### config.mk
export PLATFORM = sky130hd
export DESIGN_NAME = edge_scan_controller
export DESIGN_NICKNAME = d
export VERILOG_FILES = /design/src/rtl/edge_pkg.sv /design/src/rtl/edge_window.sv /design/src/rtl/edge_scan_controller.sv
export SDC_FILE = /design/constraint.sdc
export NUM_CORES = 1
export LEC_CHECK = 0
export ABC_AREA = 1
export ABC_CLOCK_PERIOD_IN_PS = 4710
export CORE_ASPECT_RATIO = 0.9
export CORE_MARGIN = 1.5
export CORE_UTILIZATION = 40
export CTS_CLUSTER_SIZE = 8
export DETAILED_ROUTE_END_ITERATION = 10
export PLACE_DENSITY_LB_ADDON = 0.08
export SLEW_MARGIN = 0
export SYNTH_ARGS = -nofsm -noshare
export SYNTH_HDL_FRONTEND = slang
export SYNTH_SLANG_ARGS = --single-unit
### constraint.sdc
create_clock -name CLK -period 4.71 [get_ports CLK]
set_input_delay 0.7065 -clock CLK [delete_from_list [all_inputs] [get_ports CLK]]
set_output_delay 0.7065 -clock CLK [all_outputs]
set_load 0.1 [all_outputs]
### src/rtl/edge_pkg.sv
// Shared types and defaults for the edge scan controller and its window.
package edge_pkg;

  // Controller FSM states
  typedef enum logic [1:0] {
    IDLE      = 2'd0,
    WAIT_LINE = 2'd1,
    SCAN      = 2'd2,
    CLOSE     = 2'd3
  } state_t;

  // Marker for "no edge in this row"
  localparam logic [7:0] NO_EDGE = 8'hFF;

  // Default geometry and detection settings
  localparam int unsigned DEF_WIDTH      = 176;
  localparam int unsigned DEF_HEIGHT     = 144;
  localparam int unsigned DEF_TAPS       = 11;
  localparam int unsigned DEF_CENTER     = 5;
  localparam int unsigned DEF_SUM_THRESH = 3;
  localparam int unsigned DEF_PIX_W      = 3;

  // Window sum width; holds 11 taps of 3-bit pixels without overflow
  localparam int unsigned SUM_W = 7;

  // Row summary payload held in the output register
  typedef struct packed {
    logic [7:0] idx;
    logic [7:0] first;
    logic [7:0] last;
    logic [7:0] cnt;
  } row_sum_t;

  // Saturating 8-bit increment
  function automatic logic [7:0] sat_inc8(input logic [7:0] v);
    return (v == 8'hFF) ? v : v + 8'd1;
  endfunction

endpackage

### src/rtl/edge_window.sv
// TAPS-deep pixel shift register producing the window sum and raw edge flag.
// Tap 0 is the oldest pixel; new pixels enter at tap TAPS-1.
module edge_window
  import edge_pkg::*;
#(
  parameter int unsigned TAPS       = DEF_TAPS,
  parameter int unsigned CENTER     = DEF_CENTER,
  parameter int unsigned SUM_THRESH = DEF_SUM_THRESH,
  parameter int unsigned PIX_W      = DEF_PIX_W
) (
  input  logic             clk,
  input  logic             rst,
  input  logic             clear,
  input  logic             shift,
  input  logic [PIX_W-1:0] pix,
  output logic [SUM_W-1:0] sum_c,
  output logic             edge_c
);

  localparam int unsigned WIN_W = TAPS * PIX_W;

  logic [WIN_W-1:0] win;

  // Window storage: clear wins over shift
  always_ff @(posedge clk or posedge rst) begin
    if (rst) begin
      win <= '0;
    end else if (clear) begin
      win <= '0;
    end else if (shift) begin
      win <= {pix, win[WIN_W-1:PIX_W]};
    end
  end

  // Sum of all taps
  always_comb begin
    sum_c = '0;
    for (int unsigned i = 0; i < TAPS; i++) begin
      sum_c = sum_c + SUM_W'(win[i*PIX_W +: PIX_W]);
    end
  end

  // Raw edge: busy neighbourhood around a dark centre pixel
  assign edge_c = (sum_c > SUM_W'(SUM_THRESH)) &&
                  (win[CENTER*PIX_W +: PIX_W] == '0);

endmodule

### src/rtl/edge_scan_controller.sv
// Line-by-line edge scanner: frames the pixel stream with VSYNC/HREF, runs
// each line through an edge window and publishes a per-row summary
// (first/last edge column, edge count) over a valid/ready handshake.
// Build option EDGE_DEBOUNCE_EN: a run of adjacent edge columns counts once
// and LAST_COL records the start of the last run.
module edge_scan_controller
  import edge_pkg::*;
#(
  parameter int unsigned WIDTH      = DEF_WIDTH,
  parameter int unsigned HEIGHT     = DEF_HEIGHT,
  parameter int unsigned TAPS       = DEF_TAPS,
  parameter int unsigned CENTER     = DEF_CENTER,
  parameter int unsigned SUM_THRESH = DEF_SUM_THRESH,
  parameter int unsigned PIX_W      = DEF_PIX_W
) (
  input  logic             CLK,
  input  logic             RESET,
  input  logic             VSYNC,
  input  logic             HREF,
  input  logic             PIX_VALID,
  input  logic [PIX_W-1:0] PIX,
  output logic             ROW_VALID,
  input  logic             ROW_READY,
  output logic [7:0]       ROW_IDX,
  output logic [7:0]       FIRST_COL,
  output logic [7:0]       LAST_COL,
  output logic [7:0]       EDGE_CNT,
  output logic             FRAME_DONE,
  output logic             OVERRUN
);

  localparam int unsigned COL_W  = 9;
  localparam int unsigned FILL_W = $clog2(TAPS + 1);
  localparam int unsigned LAG    = TAPS - 1 - CENTER;

  state_t state;
  state_t state_nx;

  logic              frame_start_c;
  logic              line_start_c;
  logic              line_close_c;
  logic              shift_c;

  logic [COL_W-1:0]  col;
  logic [FILL_W-1:0] fill;
  logic              eval_q;
  logic [7:0]        newest_q;
  logic [7:0]        row;

  logic [SUM_W-1:0]  win_sum;
  logic              win_edge;
  logic              hit_c;
  logic              count_c;
  logic [7:0]        edge_col_c;

  logic [7:0]        first_t;
  logic [7:0]        last_t;
  logic [7:0]        cnt_t;

  logic              out_valid;
  row_sum_t          out_sum;
  logic              overrun_q;
  logic              frame_done_q;

  // Window sum is observation-only at this level
  logic              unused_sum;
  assign unused_sum = ^win_sum;

  // FSM state register
  always_ff @(posedge CLK or posedge RESET) begin
    if (RESET) begin
      state <= IDLE;
    end else begin
      state <= state_nx;
    end
  end

  // Next state and per-cycle line controls; VSYNC restarts the frame from any state
  always_comb begin
    state_nx      = state;
    frame_start_c = VSYNC;
    line_start_c  = 1'b0;
    line_close_c  = 1'b0;
    shift_c       = 1'b0;
    if (VSYNC) begin
      state_nx = WAIT_LINE;
    end else begin
      case (state)
        IDLE: begin
          state_nx = IDLE;
        end
        WAIT_LINE: begin
          if (HREF) begin
            state_nx     = SCAN;
            line_start_c = 1'b1;
          end
        end
        SCAN: begin
          if (!HREF) begin
            state_nx = CLOSE;
          end else begin
            shift_c = PIX_VALID && (col < COL_W'(WIDTH));
          end
        end
        CLOSE: begin
          line_close_c = 1'b1;
          state_nx     = (row == 8'(HEIGHT - 1)) ? IDLE : WAIT_LINE;
        end
        default: begin
          state_nx = IDLE;
        end
      endcase
    end
  end

  edge_window #(
    .TAPS       (TAPS),
    .CENTER     (CENTER),
    .SUM_THRESH (SUM_THRESH),
    .PIX_W      (PIX_W)
  ) u_window (
    .clk    (CLK),
    .rst    (RESET),
    .clear  (line_start_c),
    .shift  (shift_c),
    .pix    (PIX),
    .sum_c  (win_sum),
    .edge_c (win_edge)
  );

  // Column/fill counters and the one-cycle evaluation pipeline behind each shift
  always_ff @(posedge CLK or posedge RESET) begin
    if (RESET) begin
      col      <= '0;
      fill     <= '0;
      eval_q   <= 1'b0;
      newest_q <= '0;
    end else if (frame_start_c || line_start_c) begin
      col    <= '0;
      fill   <= '0;
      eval_q <= 1'b0;
    end else begin
      eval_q <= shift_c;
      if (shift_c) begin
        newest_q <= 8'(col);
        col      <= col + COL_W'(1);
        if (fill < FILL_W'(TAPS)) begin
          fill <= fill + FILL_W'(1);
        end
      end
    end
  end

  // Edge qualified only once the window holds a full set of real pixels
  assign hit_c      = eval_q && (fill >= FILL_W'(TAPS)) && win_edge;
  assign edge_col_c = newest_q - 8'(LAG);

`ifdef EDGE_DEBOUNCE_EN
  logic prev_hit;

  // Previous evaluated flag, for run-start detection within a line
  always_ff @(posedge CLK or posedge RESET) begin
    if (RESET) begin
      prev_hit <= 1'b0;
    end else if (line_start_c) begin
      prev_hit <= 1'b0;
    end else if (eval_q) begin
      prev_hit <= hit_c;
    end
  end

  assign count_c = hit_c && !prev_hit;
`else
  assign count_c = hit_c;
`endif

  // Per-line edge trackers
  always_ff @(posedge CLK or posedge RESET) begin
    if (RESET) begin
      first_t <= NO_EDGE;
      last_t  <= NO_EDGE;
      cnt_t   <= '0;
    end else if (line_start_c) begin
      first_t <= NO_EDGE;
      last_t  <= NO_EDGE;
      cnt_t   <= '0;
    end else begin
      if (hit_c && (first_t == NO_EDGE)) begin
        first_t <= edge_col_c;
      end
      if (count_c) begin
        last_t <= edge_col_c;
        cnt_t  <= sat_inc8(cnt_t);
      end
    end
  end

  // Row counter within the frame
  always_ff @(posedge CLK or posedge RESET) begin
    if (RESET) begin
      row <= '0;
    end else if (frame_start_c) begin
      row <= '0;
    end else if (line_close_c) begin
      row <= row + 8'd1;
    end
  end

  // Output register, overrun flag and frame-done pulse
  always_ff @(posedge CLK or posedge RESET) begin
    if (RESET) begin
      out_valid    <= 1'b0;
      out_sum      <= '{idx: 8'd0, first: NO_EDGE, last: NO_EDGE, cnt: 8'd0};
      overrun_q    <= 1'b0;
      frame_done_q <= 1'b0;
    end else begin
      frame_done_q <= out_valid && ROW_READY && (out_sum.idx == 8'(HEIGHT - 1));
      if (line_close_c) begin
        // A summary leaving this cycle frees the slot for the new one
        if (!out_valid || ROW_READY) begin
          out_valid <= 1'b1;
          out_sum   <= '{idx: row, first: first_t, last: last_t, cnt: cnt_t};
        end else begin
          overrun_q <= 1'b1;
        end
      end else if (out_valid && ROW_READY) begin
        out_valid <= 1'b0;
      end
      if (frame_start_c) begin
        overrun_q <= 1'b0;
      end
    end
  end

  assign ROW_VALID  = out_valid;
  assign ROW_IDX    = out_sum.idx;
  assign FIRST_COL  = out_sum.first;
  assign LAST_COL   = out_sum.last;
  assign EDGE_CNT   = out_sum.cnt;
  assign FRAME_DONE = frame_done_q;
  assign OVERRUN    = overrun_q;

endmodule

**Word level (Yosys, flattened, before mapping)**

Index checks and enable logic that the tools add are counted.

- Input port bits: 9
- Register bits after elaboration: 124
- Output and inout bits: 35

- Bitwise operators: 1
- Mux-type cells: 36
- Reductions and logical operators: 26
- Add/subtract/negate cells: 15
- Equal/unequal tests: 12
- $lt $le $gt $ge: 4

Operator list:

| cell | count |
|---|---|
| $mux 8 | 9 |
| $mux 33 | 2 |
| $add 7x3->7 | 9 |
| $eq 8x8->1 const B | 4 |
| $mux 9 | 2 |
| $add 8x1->8 const B | 2 |
| $mux 1 | 16 |
| $reduce_and 2->1 | 7 |
| $reduce_bool 2->1 | 7 |
| $mux 4 | 3 |
| $add 9x1->9 const B | 1 |
| $lt 9x8->1 const B | 1 |
| $pmux 2 s4 | 1 |
| $sub 8x3->8 const B | 1 |
| $gt 7x2->1 const B | 1 |
| $logic_and 1x1->1 | 7 |
| $mux 2 | 3 |
| $ne 3x3->1 const B | 2 |
| $add 3x3->4 | 1 |
| $add 4x1->4 const B | 1 |
| $eq 2x2->1 const B | 2 |
| $ge 4x4->1 const B | 1 |
| $lt 4x4->1 const B | 1 |
| $ne 2x2->1 const B | 2 |
| other kinds (7) | 8 |

**Longest topological paths before layout**

Gate-level depths: netlist of run 1.

- Word-level depth: 16
- Gate-level depth with buffers: 21

**Modules after synthesis**

Synthesis of run 1 repeated with hierarchy kept, for this count alone.

- Cell total of the unflattened synthesis: 743
- Area, all modules: 6585.1 µm²

By module, submodules not included:

| module | seq. area each (µm²) | cells each | area each (µm²) | times used |
|---|---|---|---|---|
| edge_scan_controller | 2317.2 | 500 | 4339.2 | 1 |
| edge_window | 825.8 | 243 | 2245.9 | 1 |

**Least setup slack after synthesis of run 1**

No wires, ideal clock.

- Path kind: reg2reg
- Start: register u_window.win[0]
- End: register last_t[0]
- Cell stages (with the launch flop): 21
- Data arrival time: 4.399 ns
- Setup time: 0.079 ns
- Path slack: 0.233 ns
- Required time: 4.631 ns
- Buffers on the path: 1
- Cell sequence: dfrtp_1 > ha_1 > fa_1 > xor2_1 > fa_1 > inv_1 > fa_1 > inv_1 > fa_1 > inv_1 > fa_1 > inv_1 > ha_1 > nor2_1 > nor2_1 > nand3_1 > nand2_1 > nand2_1 > clkbuf_1 > nand2_1 > o21ai_0

- Cells in the longest elaborated chain, start to end: 14

RTL lines:

| item | line | text |
|---|---|---|
| start, declared | edge_window.sv:22 | `logic [WIN_W-1:0] win;` |
| start signal, assigned | edge_window.sv:31 | `win <= {pix, win[WIN_W-1:PIX_W]};` |
| $add 3x3->4 | edge_window.sv:39 | `sum_c = sum_c + SUM_W'(win[i*PIX_W +: PIX_W]);` |
| $add 7x3->7 (9 in series) | edge_window.sv:39 |  |
| $gt 7x2->1 | edge_window.sv:44 | `assign edge_c = (sum_c > SUM_W'(SUM_THRESH)) &&` |
| $logic_and 1x1->1 | edge_window.sv:44 |  |
| $logic_and 1x1->1 | edge_scan_controller.sv:155 | `assign hit_c = eval_q && (fill >= FILL_W'(TAPS)) && win_edge;` |
| $reduce_bool 2->1 (no line) | n/a |  |
| end signal, assigned | edge_scan_controller.sv:192 | `last_t <= edge_col_c;` |
| end, declared | edge_scan_controller.sv:57 | `logic [7:0] last_t;` |

Every way passes these cells.
A chain may end at the register's enable or synchronous reset.

**Worst setup path in the final report of run 1**

- Start: register u_window.win[3]
- End: register last_t[2]

Same word-level chain as after synthesis.

==> results summary, run 1 <==
The number of DRC violations after detailed-routing iteration 0 is 263. The total count of max-transition violations in the final report is 0. The worst min-delay path class is reg2reg. The sort of element at the start of the critical path is a flop. The final wirelength came out at 13,060 um. The die area is 0.01673 mm^2. The number of synthesis warnings is 0. The post-detailed-placement cell area is 0.007010 mm^2. The overall die height came out at 122.8 um. The share of post-route cells with drive strength above 1 came out at 0.1350.

The total power is 5172 uW. The cell row count came out at 43. The total track usage is 0.1739. For this run, the top clock speed supported by timing is 223.5 MHz. Ranked by total cell area, the synthesized netlist is headed by sky130_fd_sc_hd__dfrtp_1 36%, sky130_fd_sc_hd__dfstp_2 13%, sky130_fd_sc_hd__nand2_1 9.0%, sky130_fd_sc_hd__fa_1 7.2%, sky130_fd_sc_hd__inv_1 6.8%. The met1 wire length is 6557 um. After synthesis, the largest family of logic cells by area is simple AND/OR/NAND/NOR gates. The tool flagged a number of max-cap violations equal to 0. The wire length of the first global-routing pass is 22,610 um. The arithmetic-cell share of the synthesized area counting full adders, half adders and majority gates came out at 0.1113. The number of instances in the synthesized netlist came out at 700.

The total met2 wirelength after detailed routing came out at 5947 um. The maximum single-stage delay on the critical path is 0.55 ns. The xor and xnor fraction of the mapped netlist area is 0.009604. The maximum number of pins on one net before global-route repair came out at 80.

In the post-synthesis netlist, the cell with the most instances is sky130_fd_sc_hd__nand2_1. 0 antenna diodes ended up in the layout. The worst setup slack before clock tree synthesis came out at 0.02467 ns.

The most used flip-flop cell after synthesis is sky130_fd_sc_hd__dfrtp_1. In this run the top signal layer used is met4. The share of synthesized area in the top cell type comes to 0.3606.

Synthesis inferred 124 register bits. Counting every net in the synthesized netlist gives 752. The count of boundary I/O pins came out at 44. For the final database, setup skew stands at 0.006955 ns. Measured along the x axis, the die boundary spans 136.2 um. After detailed routing, the number of vias per cell comes to 4.852. The clock period minus final worst setup slack is 4.475 ns.

The region available for standard cell placement spans 0.01549 mm^2. The net count of the finished layout came out at 802. The multiplexer area fraction after synthesis is 0.02470. In the synthesized netlist the async set-or-reset flop fraction comes to 1.000.

The summed instance area of the synthesized netlist is 0.006384 mm^2. The mean instance size in the synthesized netlist is 9.119 um^2. The count of cell types in the netlist came out at 38. In the routed design, unresolved DRC markers number 0.

The final setup violation count is 0. Hold is met by 0.4872 ns. The slowest stage of the critical path is the sky130_fd_sc_hd__fa_1 cell. The area overhead of the layout relative to synthesis is 20.33%. For the worst setup path, the data arrival time is 4.81 ns.

The worst path meets setup with 0.2348 ns of slack. The initial antenna violation count is 0. The power per standard cell area came out at 673.4 mW/mm^2. The clock-pin slew reported for the worst setup and hold paths after clock tree synthesis came out at 0.05 ns.

The number of global-route vias before repair is 4,672. The data required time at the worst endpoint is 5.04 ns. The first-pass iteration count of the detailed router is 4.

Summed over all nets, wire length on met3 after detailed routing comes to 408 um. At the pin with the least slew margin, the transition time is 0.9895 ns. The family of cells with the greatest summed delay on the critical path is adder cells.

The share of the Yosys chip area taken by registers is 0.4924. The H-tree level count came out at 4. The worst slew margin relative to its limit came out at 0.3383. By count the netlist is led by 153 x sky130_fd_sc_hd__nand2_1, 115 x sky130_fd_sc_hd__inv_1, 92 x sky130_fd_sc_hd__dfrtp_1.

The number of port buffers came out at 43. STA classifies the critical path endpoint as a flop. The total CTS buffers came out at 17. The final RePlAce weighted congestion came out at 0.7752. For this configuration, the core starts out at a cell density of 0.4120. The buffers plus inverters on the worst setup path is 2.

In this design, the critical path's most frequently occurring cell is sky130_fd_sc_hd__fa_1. The share of synthesized cell area in and, or, nand and nor gates is 0.1872. The analysis attributes to cell leakage a power of 0.003597 uW. The period utilization is 0.9501. VDD sags by at most 0.5275 mV. Of all nets on the critical path, the largest fanout is 15.

The count of flip-flops with a built-in enable after synthesis is 0. Walking the worst path, the cells encountered are ha_2, fa_2, fa_1, fa_1, fa_1, inv_1, fa_1, fa_2, nor2_1, nand2_1, nand2_1, nand3_2, nand2_2, nand2_4, buf_8, o21ai_0. TritonCTS built the clock tree. The detailed-route via count is 4,682. The maximum clock path buffer count came out at 2. The count of endpoints failing hold in the final timing report is 0. The tree built by TritonCTS fans out to 124 sinks. The detail route stage leaves a number of antenna-violating nets equal to 0.

The synthesized design spends more area on one cell type than any other, namely sky130_fd_sc_hd__dfrtp_1. The half-perimeter wire length of the detailed placement result is 9359 um. The run finished with clean final reports. The kind of critical path is reg2reg. In the final routed layout, each cell accounts on average for 13.54 um. The final instance area is 0.007681 mm^2. The latest clock arrival within the worst-skew pair is 0.41 ns. The fraction of the mapped netlist area in compound gates is 0.08820. Clock tree synthesis selected as its root buffer the cell sky130_fd_sc_hd__clkbuf_16. The total overflow left after global routing is 0.
==> worst register-to-register path, stage by stage (launching register included) <==
cell and delay (ns):
sky130_fd_sc_hd__dfrtp_1 0.38, sky130_fd_sc_hd__ha_2 0.20, sky130_fd_sc_hd__fa_2 0.53, sky130_fd_sc_hd__fa_1 0.44, sky130_fd_sc_hd__fa_1 0.52, sky130_fd_sc_hd__fa_1 0.55
sky130_fd_sc_hd__inv_1 0.06, sky130_fd_sc_hd__fa_1 0.52, sky130_fd_sc_hd__fa_2 0.38, sky130_fd_sc_hd__nor2_1 0.09, sky130_fd_sc_hd__nand2_1 0.05, sky130_fd_sc_hd__nand2_1 0.07
sky130_fd_sc_hd__nand3_2 0.09, sky130_fd_sc_hd__nand2_2 0.11, sky130_fd_sc_hd__nand2_4 0.08, sky130_fd_sc_hd__buf_8 0.17, sky130_fd_sc_hd__o21ai_0 0.17
==> kinds of logic (layout without fill, tap and decap cells) <==
group	after synthesis	count (layout)
xor gates and xnor gates	7	7
buffers and inverters	138	201
adders and majority gates	43	43
AOI/OAI and AO/OA	104	104
muxes	14	14
and+or+nand+nor	270	270
DFF	124	124
==> repair_timing <==
item | CTS | global route
setup endpoints to repair | 0 | 24
hold buffers | 0 | 0
gates resized for setup | 0 | 15
hold endpoints to repair | 0 | 0
setup buffers | 0 | 1
==> cell type report <==
type                       instances  area (um^2)
clock buffer                      20        436.7
clock inverter                    12        172.7
fill                            1484         7814
inverter                         119        451.7
multi-input combinational        438         2730
sequential                       124         3143
tap                              202        252.7
timing repair buffer              50        494.2
==> metal layers <==
layer | global-route usage | vias up
li1 | - | 2355
met1 | 0.2439 | 2253
met2 | 0.2620 | 64
met3 | 0.04337 | 10
met4 | 0.06184 | 0
met5 | 0 | -
==> per-stage QoR <==
| step | TNS (ns) | instances | util |
|---|---|---|---|
| floorplan | 0 | 700 | - |
| global route | -0.07536 | 965 | 0.4957 |
| detailed placement | 0 | 932 | 0.4524 |
| global placement | 0 | 932 | 0.4524 |
| finish | 0 | 965 | 0.4957 |
| CTS | 0 | 964 | 0.4918 |
==> power by group <==
part / switching (uW) / internal (uW) / total, uW
combinational: 1550 / 600 / 2150
sequential: 215 / 1460 / 1670
clock: 466 / 881 / 1350
total: 2230 / 2940 / 5170
==> placed cells by master, fill, tap and decap left out, drive strengths merged <==
master	count
a21oi	10
buf	7
bufinv	4
clkbuf	20
clkdlybuf4s50	43
clkinv	4
clkinvlp	5
dfrtp	92
dfstp	32
fa	23
ha	20
inv	118
mux2	14
nand2	155
nand3	52
nand3b	2
nand4	13
nor2	36
nor3	8
nor3b	1
o21a	2
o21ai	71
o22ai	18
o31ai	3
or2	3
xnor2	2
xor2	5
==> worst paths after layout <==
path	start	end	slack (ns)	cells past startpoint
setup / recovery	u_window.win[3]	last_t[2]	0.23	16
hold / removal	EDGE_CNT[6]	EDGE_CNT[6]	0.49	2
setup reg to reg	u_window.win[3]	last_t[2]	0.23	16
hold reg to reg	EDGE_CNT[6]	EDGE_CNT[6]	0.49	2
max in group asynchronous	RESET	FIRST_COL[2]	2.85	3
min in group asynchronous	RESET	state[1]	0.89	2
==> state kept, by name, indices dropped and copies added (netlist names), 2 cells and up <==
register / flops
cnt_t: 8
newest_q: 8
EDGE_CNT: 8
ROW_IDX: 8
LAST_COL: 8
fill: 4
FIRST_COL: 8
first_t: 8
state: 2
u_window.win: 33
row: 8
last_t: 8
col: 9
No activity file was read; power rests on OpenSTA's default activity.
==> inputs of run 2 (changes only) <==
--- a/config.mk
+++ b/config.mk
@@ -12,7 +12,9 @@
 export CORE_UTILIZATION = 40
 export CTS_CLUSTER_SIZE = 8
 export DETAILED_ROUTE_END_ITERATION = 10
+export DONT_BUFFER_PORTS = 1
 export PLACE_DENSITY_LB_ADDON = 0.08
+export SETUP_SLACK_MARGIN = 0.4
 export SLEW_MARGIN = 0
 export SYNTH_ARGS = -nofsm -noshare
 export SYNTH_HDL_FRONTEND = slang
==> run 2 against run 1 <==
Count of clock-buffer cells in the layout grew 6. Critical endpoint unchanged. Largest cell class unchanged. Core utilization shrank 1.2 points. Cell area shrank 2.4%. First-iteration DRC count grew 3.8%.
==> results summary, run 2 (synthesis results as in run 1) <==
The number of flip-flops under the largest register name was 33 (unchanged). The total CTS buffers is 17 (unchanged). The setup skew after layout is 0.009788 ns (+0.002833 ns).

The clock tree root driver cell is sky130_fd_sc_hd__clkbuf_16. The summed negative setup slack over all endpoints is 0 ns (unchanged). The startpoint of the most critical register-to-register path is u_window.win[0].

Relative to the synthesized area, the layout overhead comes to 17.42%. The final antenna diode count is 0 (unchanged). Setup repair after global routing could not meet its margin everywhere.

The number of DRC violations after detailed-routing iteration 0 came out at 273 (+3.8%). The maximum single-stage delay on the critical path is 0.51 ns (-0.04 ns). The met2 layer usage reported by global route is 0.2541 (-0.007891). Traced cell by cell, the critical path runs through ha_2, fa_2, xor2_2, fa_1, inv_2, fa_1, inv_2, fa_1, inv_2, fa_1, inv_2, ha_4, nor2_1, nor2_1, nand3_2, nand2_2, nand2_4, buf_6, buf_16, o21ai_1. The worst register-to-register path ends at last_t[2]. The worst slew margin relative to its limit was 0.3609 (+0.02262).

The depth of the most critical reg-to-reg path came out at 20 (+4). The initial core utilization came out at 0.4120 (unchanged). The remaining routing DRC violations came out at 0 (unchanged). The worst min-delay path class is in2async. The sort of element at the start of the critical path is a flop. The critical-path cell with the highest stage delay is sky130_fd_sc_hd__fa_1. The maximum number of pins on one net before global-route repair is 51 (-36%).

The total of hold buffers inserted after clock tree synthesis came to 0 (unchanged). TritonCTS built the clock tree. The share of post-route cells with drive strength above 1 is 0.1857 (+0.05070). The clock period minus final worst setup slack is 4.484 ns (+0.009183 ns). The worst setup path is captured at a flop. The chip width is 136.2 um (unchanged). The number of global-route vias before repair is 4,496 (-3.8%). The final RePlAce weighted congestion is 0.7970 (+2.8%).

The die area came to 0.01673 mm^2 (unchanged). The residual overflow from global routing came to 0 (unchanged). The count of boundary I/O pins is 44 (unchanged). The maximum clock path buffer count is 2 (unchanged). The data arrival at the endpoint of the critical path was 4.83 ns (+0.02 ns).

The static leakage came out at 0.003551 uW (-1.3%). The library cell used most frequently in the layout, excluding fill and tap cells, is sky130_fd_sc_hd__nand2_1. The family of cells with the greatest summed delay on the critical path is adder cells. The ratio of routed vias to standard cells is 4.942 (+1.9%).

The multi-input logic area is 0.002848 mm^2 (+4.3%). The final wirelength is 13,360 um (+2.3%). The overall die height is 122.8 um (unchanged). The data required time at the worst endpoint came out at 5.06 ns (+0.02 ns). The actual slew at the worst max-slew pin came out at 0.9586 ns (-0.03083 ns). The latest clock arrival within the worst-skew pair is 0.42 ns (about the same). The final setup violation count came out at 0 (unchanged). The net count of the finished layout is 766 (-4.5%).

The highest attainable clock frequency is 223.0 MHz (-0.20%). The total power is 5203 uW (+0.59%). The number of sinks on the clock net is 124 (unchanged). The setup path with the least slack is of type reg2reg. The count of endpoints failing hold in the final timing report is 0 (unchanged).

The library cells used most frequently in the layout, excluding fill and tap cells, are 135 x sky130_fd_sc_hd__nand2_1, 110 x sky130_fd_sc_hd__inv_1, 92 x sky130_fd_sc_hd__dfrtp_1. The buffers plus inverters on the worst setup path came to 6 (+4). The flow ran to the end, and the final reports show no timing, DRC or antenna violations.

The number of maximum-capacitance constraint violations is 0 (unchanged). The number of port buffers is 0 (-100%). The register with the most flip-flops in the final layout is u_window.win. The initial antenna violation count came to 0 (unchanged). The maximum vdd drop is 0.3912 mV (-26%). The wire length of the first global-routing pass is 22,250 um (-1.6%).

The count of filler cells inserted in the layout came to 1,454 (-2.0%). The total track usage is 0.1746 (+0.0006302). The biggest fanout along the worst timing path is 8 (-7). The detailed-route via count is 4,591 (-1.9%). The half-perimeter wire length of the detailed placement result is 9129 um (-2.5%). The power per standard cell area is 694.1 mW/mm^2 (+3.1%).

The total count of max-transition violations in the final report is 0 (unchanged). The period utilization came out at 0.9521 (+0.001950). The final core area utilization is 0.4838 (-0.01195). The largest registers in the layout are u_window.win (33), col (9). The clock-pin slew reported for the worst setup and hold paths after clock tree synthesis came out at 0.05 ns (about the same). The sequential cell area in the final layout came out at 0.003143 mm^2 (unchanged).

The met3 track utilization from global routing is 0.04998 (+0.006609). The H-tree level count is 4 (unchanged). The worst setup slack for register-to-register paths is 0.23 ns (about the same). The met1 capacity usage during global routing is 0.2463 (+0.002355). The core outline area came to 0.01549 mm^2 (unchanged). The routed wirelength normalized by instance count came to 14.39 um (+6.3%). The first-pass iteration count of the detailed router is 4 (unchanged). The remaining number of nets flagged by the antenna check after routing is 0 (unchanged). The global routing's busiest layer is met2.

The cell row count was 43 (unchanged).
[run 2: cell count changes in the layout (fill, tap and decap cells not counted), moves of 3 or more]
cell                              previous run  this run
sky130_fd_sc_hd__nand2_4                     3         6
sky130_fd_sc_hd__o21ai_0                    65        60
sky130_fd_sc_hd__o21ai_2                     2         7
sky130_fd_sc_hd__clkinvlp_4                  5         1
sky130_fd_sc_hd__nand2_1                   150       135
sky130_fd_sc_hd__clkbuf_8                    0         4
sky130_fd_sc_hd__nand2_2                     2        13
sky130_fd_sc_hd__inv_1                     114       110
sky130_fd_sc_hd__inv_2                       2         6
sky130_fd_sc_hd__clkdlybuf4s50_1            43         0
[run 2: worst reg2reg max path: stages, from the launching register on]
cell and delay (ns):
sky130_fd_sc_hd__dfrtp_1 0.38, sky130_fd_sc_hd__ha_2 0.20, sky130_fd_sc_hd__fa_2 0.37, sky130_fd_sc_hd__xor2_2 0.15
sky130_fd_sc_hd__fa_1 0.49, sky130_fd_sc_hd__inv_2 0.04, sky130_fd_sc_hd__fa_1 0.51, sky130_fd_sc_hd__inv_2 0.04
sky130_fd_sc_hd__fa_1 0.48, sky130_fd_sc_hd__inv_2 0.04, sky130_fd_sc_hd__fa_1 0.51, sky130_fd_sc_hd__inv_2 0.05
sky130_fd_sc_hd__ha_4 0.26, sky130_fd_sc_hd__nor2_1 0.04, sky130_fd_sc_hd__nor2_1 0.12, sky130_fd_sc_hd__nand3_2 0.09
sky130_fd_sc_hd__nand2_2 0.11, sky130_fd_sc_hd__nand2_4 0.11, sky130_fd_sc_hd__buf_6 0.18, sky130_fd_sc_hd__buf_16 0.13
sky130_fd_sc_hd__o21ai_1 0.11
[run 2: layout make-up]
| type | instances | share of cell area |
|---|---|---|
| Clock inverter | 6 | 0.01769 |
| Inverter | 119 | 0.06026 |
| Clock buffer | 26 | 0.06660 |
| Timing Repair Buffer | 13 | 0.02253 |
| Tap cell | 202 | 0.03372 |
| Sequential cell | 124 | 0.4193 |
| Multi-Input combinational cell | 439 | 0.3799 |
[run 2: worst max path at each step]
stage / slack (ns) / startpoint / to / cells past startpoint
floorplan: 0.42 / u_window.win[3] / cnt_t[4] / 20
global placement: 0.15 / u_window.win[3] / cnt_t[5] / 20
detailed placement: 0.11 / u_window.win[3] / cnt_t[5] / 20
CTS: 0.20 / u_window.win[0] / last_t[3] / 17
global route: 0.02 / u_window.win[0] / last_t[4] / 21
finish: 0.23 / u_window.win[0] / last_t[2] / 20
[run 2: what timing repair did]
action / in CTS / in global routing
setup buffers: 4 / 3
gates cloned: 2 / 1
endpoints found under the setup margin: 24 / 24
pin swaps: 10 / 12
endpoints found under the hold margin: 0 / 0
gates resized for setup: 16 / 28
[run 2: layer usage]
metal,share of wire,vias to the layer above
met5,0,-
met4,0.013,0
met3,0.040,10
met2,0.44,59
met1,0.51,2247
li1,-,2275
[run 2: per-stage QoR]
step	worst slack, ns	area (um^2)	instances	hold WS, ns
global placement	0.1497	6585	887	0.4773
global route	0.02222	7496	929	0.2515
detailed placement	0.1065	6585	887	0.4795
CTS	0.2042	7362	925	0.2220
finish	0.2256	7496	929	0.2265
floorplan	0.4189	6420	700	0.4535
[run 2: power breakdown]
part / switching, uW / total, uW / internal, uW
logic: 707 / 1230 / 519
clock network: 451 / 1390 / 941
registers: 1120 / 2580 / 1470
total: 2280 / 5200 / 2930
